==> src/rtl/adc366x_pkg.sv <==
// Shared types and constants for the ADC366x IDELAY training controller.
package adc366x_pkg;

  localparam int TAP_W   = 5;
  localparam int LANES   = 5;
  localparam int DLY_W   = LANES * TAP_W + 1;
  localparam int TGL_BIT = DLY_W - 1;

  typedef enum logic [2:0] {
    ST_IDLE,
    ST_LOAD,
    ST_SETTLE,
    ST_CHECK,
    ST_NEXT,
    ST_EVAL,
    ST_APPLY,
    ST_DONE
  } state_t;

  function automatic logic [LANES*TAP_W-1:0] fan_tap(input logic [TAP_W-1:0] t);
    return {LANES{t}};
  endfunction

endpackage

==> src/rtl/adc366x_win_find.sv <==
// Serial longest-run scanner: one bitmap bit per cycle, ties keep the lowest start.
// The start cycle itself consumes bit 0, so an N-bit map yields valid N cycles after start.
module adc366x_win_find
  import adc366x_pkg::*;
#(
  parameter int N = 32,
  parameter int W = TAP_W
) (
  input  logic         clk,
  input  logic         rst,
  input  logic [N-1:0] map,
  input  logic         start,
  output logic [W-1:0] best_start,
  output logic [W:0]   best_len,
  output logic         valid
);

  logic         scanning;
  logic [W-1:0] idx;
  logic [W-1:0] run_start;
  logic [W:0]   run_len;

  logic [W-1:0] n_idx;
  logic [W-1:0] n_rs;
  logic [W:0]   n_rl;
  logic [W-1:0] n_bs;
  logic [W:0]   n_bl;

  always_comb begin
    n_idx = start ? '0 : idx;
    n_rs  = start ? '0 : run_start;
    n_rl  = start ? '0 : run_len;
    n_bs  = start ? '0 : best_start;
    n_bl  = start ? '0 : best_len;
    if (map[n_idx]) begin
      if (n_rl == '0) n_rs = n_idx;
      n_rl = n_rl + 1'b1;
      if (n_rl > n_bl) begin
        n_bs = n_rs;
        n_bl = n_rl;
      end
    end else begin
      n_rl = '0;
    end
  end

  always_ff @(posedge clk or posedge rst) begin
    if (rst) begin
      scanning   <= 1'b0;
      idx        <= '0;
      run_start  <= '0;
      run_len    <= '0;
      best_start <= '0;
      best_len   <= '0;
      valid      <= 1'b0;
    end else begin
      valid <= 1'b0;
      if (start || scanning) begin
        idx        <= n_idx + 1'b1;
        run_start  <= n_rs;
        run_len    <= n_rl;
        best_start <= n_bs;
        best_len   <= n_bl;
        scanning   <= (n_idx != W'(N-1));
        valid      <= (n_idx == W'(N-1));
      end
    end
  end

endmodule

==> src/rtl/adc366x_dly_train.sv <==
// IDELAY calibration: sweeps a common tap, records pass/fail per tap against a
// fixed test pattern, then loads the centre of the widest passing window.
module adc366x_dly_train
  import adc366x_pkg::*;
#(
  parameter int TAPS    = 32,
  parameter int SETTLE  = 64,
  parameter int CHECK   = 256,
  parameter int MIN_WIN = 4
) (
  input  logic             adc_clk_i,
  input  logic             adc_rst_i,
  input  logic             start_i,
  input  logic [15:0]      pat_i,
  input  logic [31:0]      adc_dat_i,
  input  logic             adc_dv_i,
  output logic [DLY_W-1:0] dly_o,
  output logic             busy_o,
  output logic             done_o,
  output logic             fail_o,
  output logic [TAP_W-1:0] tap_o,
  output logic [TAP_W:0]   win_o,
  output logic [31:0]      map_o
);

  localparam int CW = $clog2(4*CHECK + SETTLE + 1);
  localparam int LW = TAP_W + 1;

  state_t           state, nxt;
  logic [TAP_W-1:0] tap;
  logic [CW-1:0]    cyc;
  logic [CW-1:0]    smp;
  logic             err;
  logic             mismatch, last_smp, timeout, tap_last;
  logic             win_go, win_valid, win_ok;
  logic [TAP_W-1:0] win_start, centre;
  logic [LW-1:0]    win_len;

  assign mismatch = (adc_dat_i[15:0] != pat_i) || (adc_dat_i[31:16] != pat_i);
  assign last_smp = adc_dv_i && (smp == CW'(CHECK-1));
  assign timeout  = (cyc == CW'(4*CHECK-1));
  assign tap_last = (tap == TAP_W'(TAPS-1));
  assign win_go   = (state == ST_NEXT) && tap_last;
  assign win_ok   = (win_len >= LW'(MIN_WIN));
  assign centre   = win_ok ? win_start + TAP_W'((win_len - 1'b1) >> 1) : '0;

  // Scanner starts in the final NEXT cycle: bit 0 is already settled there,
  // and the last tap's bit is written long before the scanner reaches it.
  adc366x_win_find #(
    .N(TAPS),
    .W(TAP_W)
  ) u_win (
    .clk       (adc_clk_i),
    .rst       (adc_rst_i),
    .map       (map_o[TAPS-1:0]),
    .start     (win_go),
    .best_start(win_start),
    .best_len  (win_len),
    .valid     (win_valid)
  );

  always_ff @(posedge adc_clk_i or posedge adc_rst_i) begin
    if (adc_rst_i) state <= ST_IDLE;
    else           state <= nxt;
  end

  always_comb begin
    nxt = state;
    case (state)
      ST_IDLE:   if (start_i) nxt = ST_LOAD;
      ST_LOAD:   nxt = ST_SETTLE;
      ST_SETTLE: if (cyc == CW'(SETTLE-1)) nxt = ST_CHECK;
      ST_CHECK:  if (last_smp || timeout) nxt = ST_NEXT;
      ST_NEXT:   nxt = tap_last ? ST_EVAL : ST_LOAD;
      ST_EVAL:   if (win_valid) nxt = ST_APPLY;
      ST_APPLY:  nxt = ST_DONE;
      ST_DONE:   nxt = ST_IDLE;
      default:   nxt = ST_IDLE;
    endcase
  end

  always_ff @(posedge adc_clk_i or posedge adc_rst_i) begin
    if (adc_rst_i) begin
      dly_o  <= '0;
      busy_o <= 1'b0;
      done_o <= 1'b0;
      fail_o <= 1'b0;
      tap_o  <= '0;
      win_o  <= '0;
      map_o  <= '0;
      tap    <= '0;
      cyc    <= '0;
      smp    <= '0;
      err    <= 1'b0;
    end else begin
      case (state)
        ST_IDLE: if (start_i) begin
          map_o  <= '0;
          done_o <= 1'b0;
          fail_o <= 1'b0;
          win_o  <= '0;
          tap    <= '0;
          busy_o <= 1'b1;
        end
        ST_LOAD: begin
          dly_o <= {~dly_o[TGL_BIT], fan_tap(tap)};
          cyc   <= '0;
          smp   <= '0;
          err   <= 1'b0;
        end
        ST_SETTLE: cyc <= (cyc == CW'(SETTLE-1)) ? '0 : cyc + 1'b1;
        ST_CHECK: begin
          cyc <= cyc + 1'b1;
          if (adc_dv_i) begin
            smp <= smp + 1'b1;
            if (mismatch) err <= 1'b1;
          end
          if (timeout && !last_smp) err <= 1'b1;
        end
        ST_NEXT: begin
          map_o[tap] <= !err;
          if (!tap_last) tap <= tap + 1'b1;
        end
        ST_APPLY: begin
          tap_o  <= centre;
          fail_o <= !win_ok;
          win_o  <= win_len;
          dly_o  <= {~dly_o[TGL_BIT], fan_tap(centre)};
          busy_o <= 1'b0;
          done_o <= 1'b1;
        end
        default: ;
      endcase
    end
  end

endmodule

==> config.mk <==
export PLATFORM = sky130hd
export DESIGN_NAME = adc366x_dly_train
export DESIGN_NICKNAME = d
export VERILOG_FILES = /design/src/rtl/adc366x_pkg.sv /design/src/rtl/adc366x_win_find.sv /design/src/rtl/adc366x_dly_train.sv
export SDC_FILE = /design/constraint.sdc
export NUM_CORES = 1
export LEC_CHECK = 0
export BUFFER_PORTS_ARGS = -buffer_cell sky130_fd_sc_hd__buf_2
export CAP_MARGIN = 20
export CORE_MARGIN = 3
export CORE_UTILIZATION = 55
export DETAILED_ROUTE_END_ITERATION = 6
export PLACE_DENSITY = 0.76
export SKIP_LAST_GASP = 1
export SLEW_MARGIN = 30
export SYNTH_ARGS = -nofsm -noshare
export SYNTH_HDL_FRONTEND = slang
export SYNTH_HIERARCHICAL = 1
export SYNTH_SLANG_ARGS = --single-unit
==> constraint.sdc <==
create_clock -name adc_clk_i -period 5.27 [get_ports adc_clk_i]
set_input_delay 0.2635 -clock adc_clk_i [delete_from_list [all_inputs] [get_ports adc_clk_i]]
set_output_delay 0.2635 -clock adc_clk_i [all_outputs]
set_load 0.01 [all_outputs]
Word-level counts from Yosys, hierarchy flattened
Cells that the tools add are included.
- register bits after elaboration: 132
- input bits: 52
- output and inout port bits: 72
- add/sub/neg operators: 7
- order comparisons: 5
- equal/unequal tests: 23
- mux-type cells: 46
- bitwise operators: 1
- reduce and logical (&&, ||, !) cells: 23
- operators with widths (kind ; count):
    one-hot mux 32 bit (2 select lines) ; 1
    one-hot mux 26 bit (2 select lines) ; 1
    two-way mux 5 bit ; 10
    two-way mux 6 bit ; 6
    one-hot mux 11 bit (3 select lines) ; 1
    bitwise mux 32 bit ; 1
    two-way mux 32 bit ; 1
    != test 16 bit ; 2
    one-hot mux 3 bit (8 select lines) ; 1
    adder 11 x 1 -> 11 bit, second input constant ; 2
    two-way mux 11 bit ; 2
    one-hot mux 11 bit (2 select lines) ; 1
    two-way mux 3 bit ; 5
    == test 3 bit, second input constant ; 4
    less-than comparator 5 x 6 -> 1 bit, second input constant ; 2
    one-hot mux 6 bit (2 select lines) ; 1
    == test 11 x 10 -> 1 bit, second input constant ; 1
    == test 11 x 6 -> 1 bit, second input constant ; 1
    == test 11 x 8 -> 1 bit, second input constant ; 1
    adder 5 x 1 -> 5 bit, second input constant ; 2
    == test 5 bit, second input constant ; 2
    != test 2 bit, second input constant ; 5
    one-hot mux 5 bit (2 select lines) ; 1
    two-way mux 1 bit ; 8
    25 further kinds ; 43

Logic depth before layout (Yosys ltp)
- depth after elaboration: 7
- depth in mapped cells: 19

Modules after synthesis
The synthesis kept the hierarchy.
- by module, submodules not included (module ; instances ; cells an instance ; area each (um^2) ; sequential area each (um^2)):
    adc366x_dly_train ; 1 ; 524 ; 4670.7 ; 2077.0
    adc366x_win_find ; 1 ; 219 ; 2105.8 ; 725.7

Least setup slack after synthesis
Ideal clock, no wire load.
- kind: register -> register
- from: reg tap[0]
- to: reg u_win.best_len[3]
- data arrival time: 4.218 ns
- slack: 0.927 ns
- stages on the path, launching flop included: 20
- path buffers: 5
- period minus slack after synthesis: 4.343 ns
- cells stage by stage: dfrtp_1 > ha_1 > clkbuf_1 > and3_1 > ha_1 > and3_1 > buf_4 > clkbuf_1 > clkbuf_1 > nor2b_1 > inv_1 > ha_1 > ha_1 > nor2b_1 > o21ai_0 > o211ai_1 > a211o_1 > nand4_2 > buf_6 > mux2_4
- longest elaborated chain between the ends: 7
- ends and longest elaborated chain (element ; line ; source):
    from (decl) ; adc366x_dly_train.sv:30 ; logic [TAP_W-1:0] tap;
    from (signal assigned) ; adc366x_dly_train.sv:122 ; if (!tap_last) tap <= tap + 1'b1;
    == test 5 bit (*) ; adc366x_dly_train.sv:42 ; assign tap_last = (tap == TAP_W'(TAPS-1));
    logical AND 1 bit (*) ; adc366x_dly_train.sv:43 ; assign win_go = (state == ST_NEXT) && tap_last;
    via win_go ; adc366x_dly_train.sv:35 ; logic win_go, win_valid, win_ok;
    two-way mux 6 bit ; adc366x_win_find.sv:32 ; n_rl = start ? '0 : run_len;
    adder 6 x 1 -> 6 bit ; adc366x_win_find.sv:37 ; n_rl = n_rl + 1'b1;
    > comparator 6 bit ; adc366x_win_find.sv:38 ; if (n_rl > n_bl) begin
    two-way mux 6 bit ; adc366x_win_find.sv:38 ;
    two-way mux 6 bit ; adc366x_win_find.sv:35 ; if (map[n_idx]) begin
    to (signal assigned) ; adc366x_win_find.sv:63 ; best_len <= n_bl;
    to (decl) ; adc366x_win_find.sv:14 ; output logic [W:0] best_len,
The timed path passes the listed nets; every way through them passes the cells marked *. The select of a mux whose other input is x is not followed.
A chain may end at the register's enable or synchronous reset.

Final worst setup path
- from: reg tap[0]
- to: reg u_win.best_start[3]
- longest elaborated chain between the ends: 7
- ends and longest elaborated chain (element ; line ; source):
    == test 5 bit (*) ; adc366x_dly_train.sv:42 ;
    logical AND 1 bit (*) ; adc366x_dly_train.sv:43 ;
    via win_go ; adc366x_dly_train.sv:35 ;
    two-way mux 6 bit ; adc366x_win_find.sv:32 ;
    adder 6 x 1 -> 6 bit / zero test 6 bit (equally long branches) ; adc366x_win_find.sv:37, adc366x_win_find.sv:36 ;
    > comparator 6 bit / two-way mux 5 bit (equally long branches) ; adc366x_win_find.sv:38, adc366x_win_find.sv:36 ;
    two-way mux 5 bit ; adc366x_win_find.sv:38 ;
    two-way mux 5 bit ; adc366x_win_find.sv:35 ;
    to (signal assigned) ; adc366x_win_find.sv:62 ; best_start <= n_bs;
    to (decl) ; adc366x_win_find.sv:13 ; output logic [W-1:0] best_start,
Marked as above.

==> flow_metrics.py <==
metrics = {
    "status": {
        "outcome": "complete, no violations",
    },
    "sta": {
        "fin_crit_ns": 4.281,
        "rsz0062_at_grt": "no",
        "tightest_slew_ns": 0.7626,
        "finalSetupTns_ns": 0,
        "fin_skew_ns": 0.01449,
        "slew_headroom_pct": 49.16,
        "holdWs_ns": 0.2535,
        "setup_viol": 0,
        "drv_slew": 0,
        "worst_slack_ns": 0.9885,
        "fmax_ghz": 0.2336,
        "post-route-period-util_pct": 81.24,
        "finalHoldViolCount": 0,
    },
    "drt": {
        "ant_nets": 0,
        "drt-wirelength-per-cell_um": 17.09,
        "first_pass_iters": 5,
        "vias": 5858,
        "drtIter0Drc": 422,
        "detail_route.vias_per_cell": 6.014,
        "routed_wl_um": 16650,
        "drc_errors": 0,
    },
    "final_layout": {
        "syn_to_final_growth_pct": 12.39,
        "multi_input_area_sq_um": 3541,
        "nets": 905,
        "n_antenna_cell": 0,
        "post_route_cells_drive_above_1_share_pct": 21.18,
        "register_area_sq_um": 2803,
        "nFillCells": 971,
        "fin_area_sq_um": 7616,
    },
    "grt": {
        "grt_first_pass_wirelength_um": 27450,
        "grtUsageTotal_pct": 25.42,
        "antenna_found_initial": 0,
        "grt_remaining_overflow": 0,
        "grt_pass1_vias": 5715,
        "grt_max_degree": 84,
    },
    "power_and_ir_drop": {
        "p_sw_share_pct": 21.98,
        "pwr-share-clk_pct": 43.7,
        "ir_drop_mv": 0.1810,
        "powerDensity_nw_per_um2": 214.1,
        "seq_power_share_pct": 52.7,
        "finalPower_mw": 1.631,
        "p_int_mw": 1.272,
        "p_leak_nw": 3.485,
        "p_sw_mw": 0.3584,
        "combinationalPowerShare_pct": 3.6,
    },
    "cts": {
        "clock_path_buffers": 2,
        "clock-sinks": 112,
        "clk_latency_ns": 0.37,
        "cts_max_level": 3,
        "postCtsHoldBufs": 1,
        "cts_setup_buffers": 0,
        "post_cts_resized": 0,
        "cts_root_buffer": "clkbuf_16",
        "tritoncts": "built",
        "clk_pin_slew_worst_paths_ns": 0.07,
        "numCtsBuffers": 9,
    },
    "hold_path": {
        "hold_path.class": "in2reg",
        "holdPathStages": 3,
    },
    "critical_path": {
        "ff2ff_path_depth": 15,
        "crit_fanout": 43,
        "cp.required_ns": 5.52,
        "cp-end-kind": "register",
        "arrival_ns": 4.53,
        "path_class": "reg2reg",
        "worstSetupStartpointType": "register",
    },
    "synthesis": {
        "synth_top_area_share_pct": 41.36,
        "synth_ff_type": "dfrtp_1",
        "synthTopCellsByCount": "dfrtp_1, o21ai_0, nand2_1",
        "syn_inst": 743,
        "async_reset_ff_share_pct": 100.0,
        "ys_types": 66,
        "yosysMostFrequentCell": "dfrtp_1",
        "synth_area_sq_um": 6776,
        "synth-seq-cells": 112,
        "synth_edf_count": 0,
        "yosysWarningCount": 6,
        "yosysTopAreaCell": "dfrtp_1",
        "synth.avg_cell_area_sq_um": 9.120,
        "synth_top_cells_by_area": "dfrtp_1, o21ai_0, ha_1",
        "synth-seq-area-share_pct": 41.36,
        "synth_nets": 822,
    },
    "place": {
        "placed_cell_area_sq_um": 7291,
        "port_buffers": 123,
        "place.gp.congestion": 0.9164,
        "dp_hpwl_um": 12370,
        "pre_cts_slack_ns": 1.052,
    },
    "die": {
        "die_w_um": 117,
        "core-area_sq_um": 11710,
        "ios": 124,
        "rows": 39,
        "initial_utilization_pct": 57.86,
        "dieArea_sq_um": 13690,
        "fp.dieH_um": 117,
    },
    "job": {
        "drv_cap": 0,
    },
}
[power groups by stage]
stage	combinational [mW]	sequential, mW	clock, mW
2_1_floorplan	0.0282	0.876	0
3_3_place_gp	0.0569	0.876	0
3_5_place_dp	0.0599	0.876	0
4_1_cts	0.0604	0.859	0.729
5_1_grt	0.0671	0.859	0.767
6_report	0.0586	0.859	0.713
[cell type report]
type | count | area share (%)
Inverter | 34 | 1.692
Tap cell | 143 | 2.349
Clock inverter | 6 | 0.9693
Clock buffer | 10 | 3.138
Multi-Input combinational cell | 542 | 46.49
Sequential cell | 112 | 36.80
Timing Repair Buffer | 127 | 8.559
[flip-flops by register name, indices dropped and copies added (netlist names), 3 cells and up]
register	count
u_win/idx	5
u_win/run_start	5
win_o	6
u_win/best_start	5
tap_o	5
tap	5
smp	11
map_o	32
state	3
u_win/best_len	6
dly_o	6
u_win/run_len	6
cyc	11
[logic make-up (layout without fill, tap and decap cells)]
kind of cell             count (synthesis)  count (layout)  synth area share, %
XOR/XNOR                                42              42                5.834
AO/OA/AOI/OAI                          200             200                17.25
flip-flops                             112             112                41.36
buffers and inverters                   89             177                6.425
adder cells (fa/ha/maj)                 27              27                5.096
multiplexers                            29              29                5.964
AND/OR/NAND/NOR                        244             244                18.08
[metrics by stage]
step | instances | utilization (%)
3_5_place_dp | 957 | 62.25
4_1_cts | 974 | 65.01
6_report | 974 | 65.03
5_1_grt | 974 | 65.03
3_3_place_gp | 957 | 62.22
2_1_floorplan | 743 | -
[cells in the final DEF (no fill, tap or decap), types with 13 or more instances in the layout]
cell type and count:
and3_1 19, nor2_1 45, buf_2 123, nor2b_1 23, dfrtp_1 112, nand3_1 19
ha_1 26, nand4_1 13, a21oi_1 50, nor3_1 15, xor2_1 16, o21ai_0 98
inv_1 31, nand2_1 71, xnor2_1 24
[per-layer routing]
| layer | vias to the layer above | track usage [%] | part of all wire (%) |
|---|---|---|---|
| met5 | - | 0 | 0 |
| met4 | 0 | 8.869 | 2.1 |
| met3 | 32 | 5.501 | 8.4 |
| met2 | 263 | 40.88 | 47 |
| met1 | 2791 | 34.29 | 42 |
| li1 | 2772 | - | - |
[final timing paths]
path                            startpoint             endpoint  slack, ns
worst max-delay path                tap[0]  u_win/best_start[3]       0.99
worst min-delay path              adc_dv_i               smp[0]       0.25
worst max register to register      tap[0]  u_win/best_start[3]       0.99
worst min register to register   dly_o[25]            dly_o[25]       0.48
max in group asynchronous        adc_rst_i            dly_o[25]       4.08
min in group asynchronous        adc_rst_i         u_win/idx[1]       0.52
[critical path, stage by stage, from the launching register on]
cell	delay, ns
dfrtp_1	0.46
ha_1	0.47
and3_1	0.23
ha_1	0.15
and3_1	0.18
buf_4	0.39
nor2b_1	0.13
inv_1	0.08
ha_1	0.26
ha_1	0.32
nor2b_1	0.13
o21ai_0	0.21
o211ai_1	0.13
a211o_1	0.34
nand4_2	0.30
mux2_2	0.38
(Power assumes the default switching activity.)
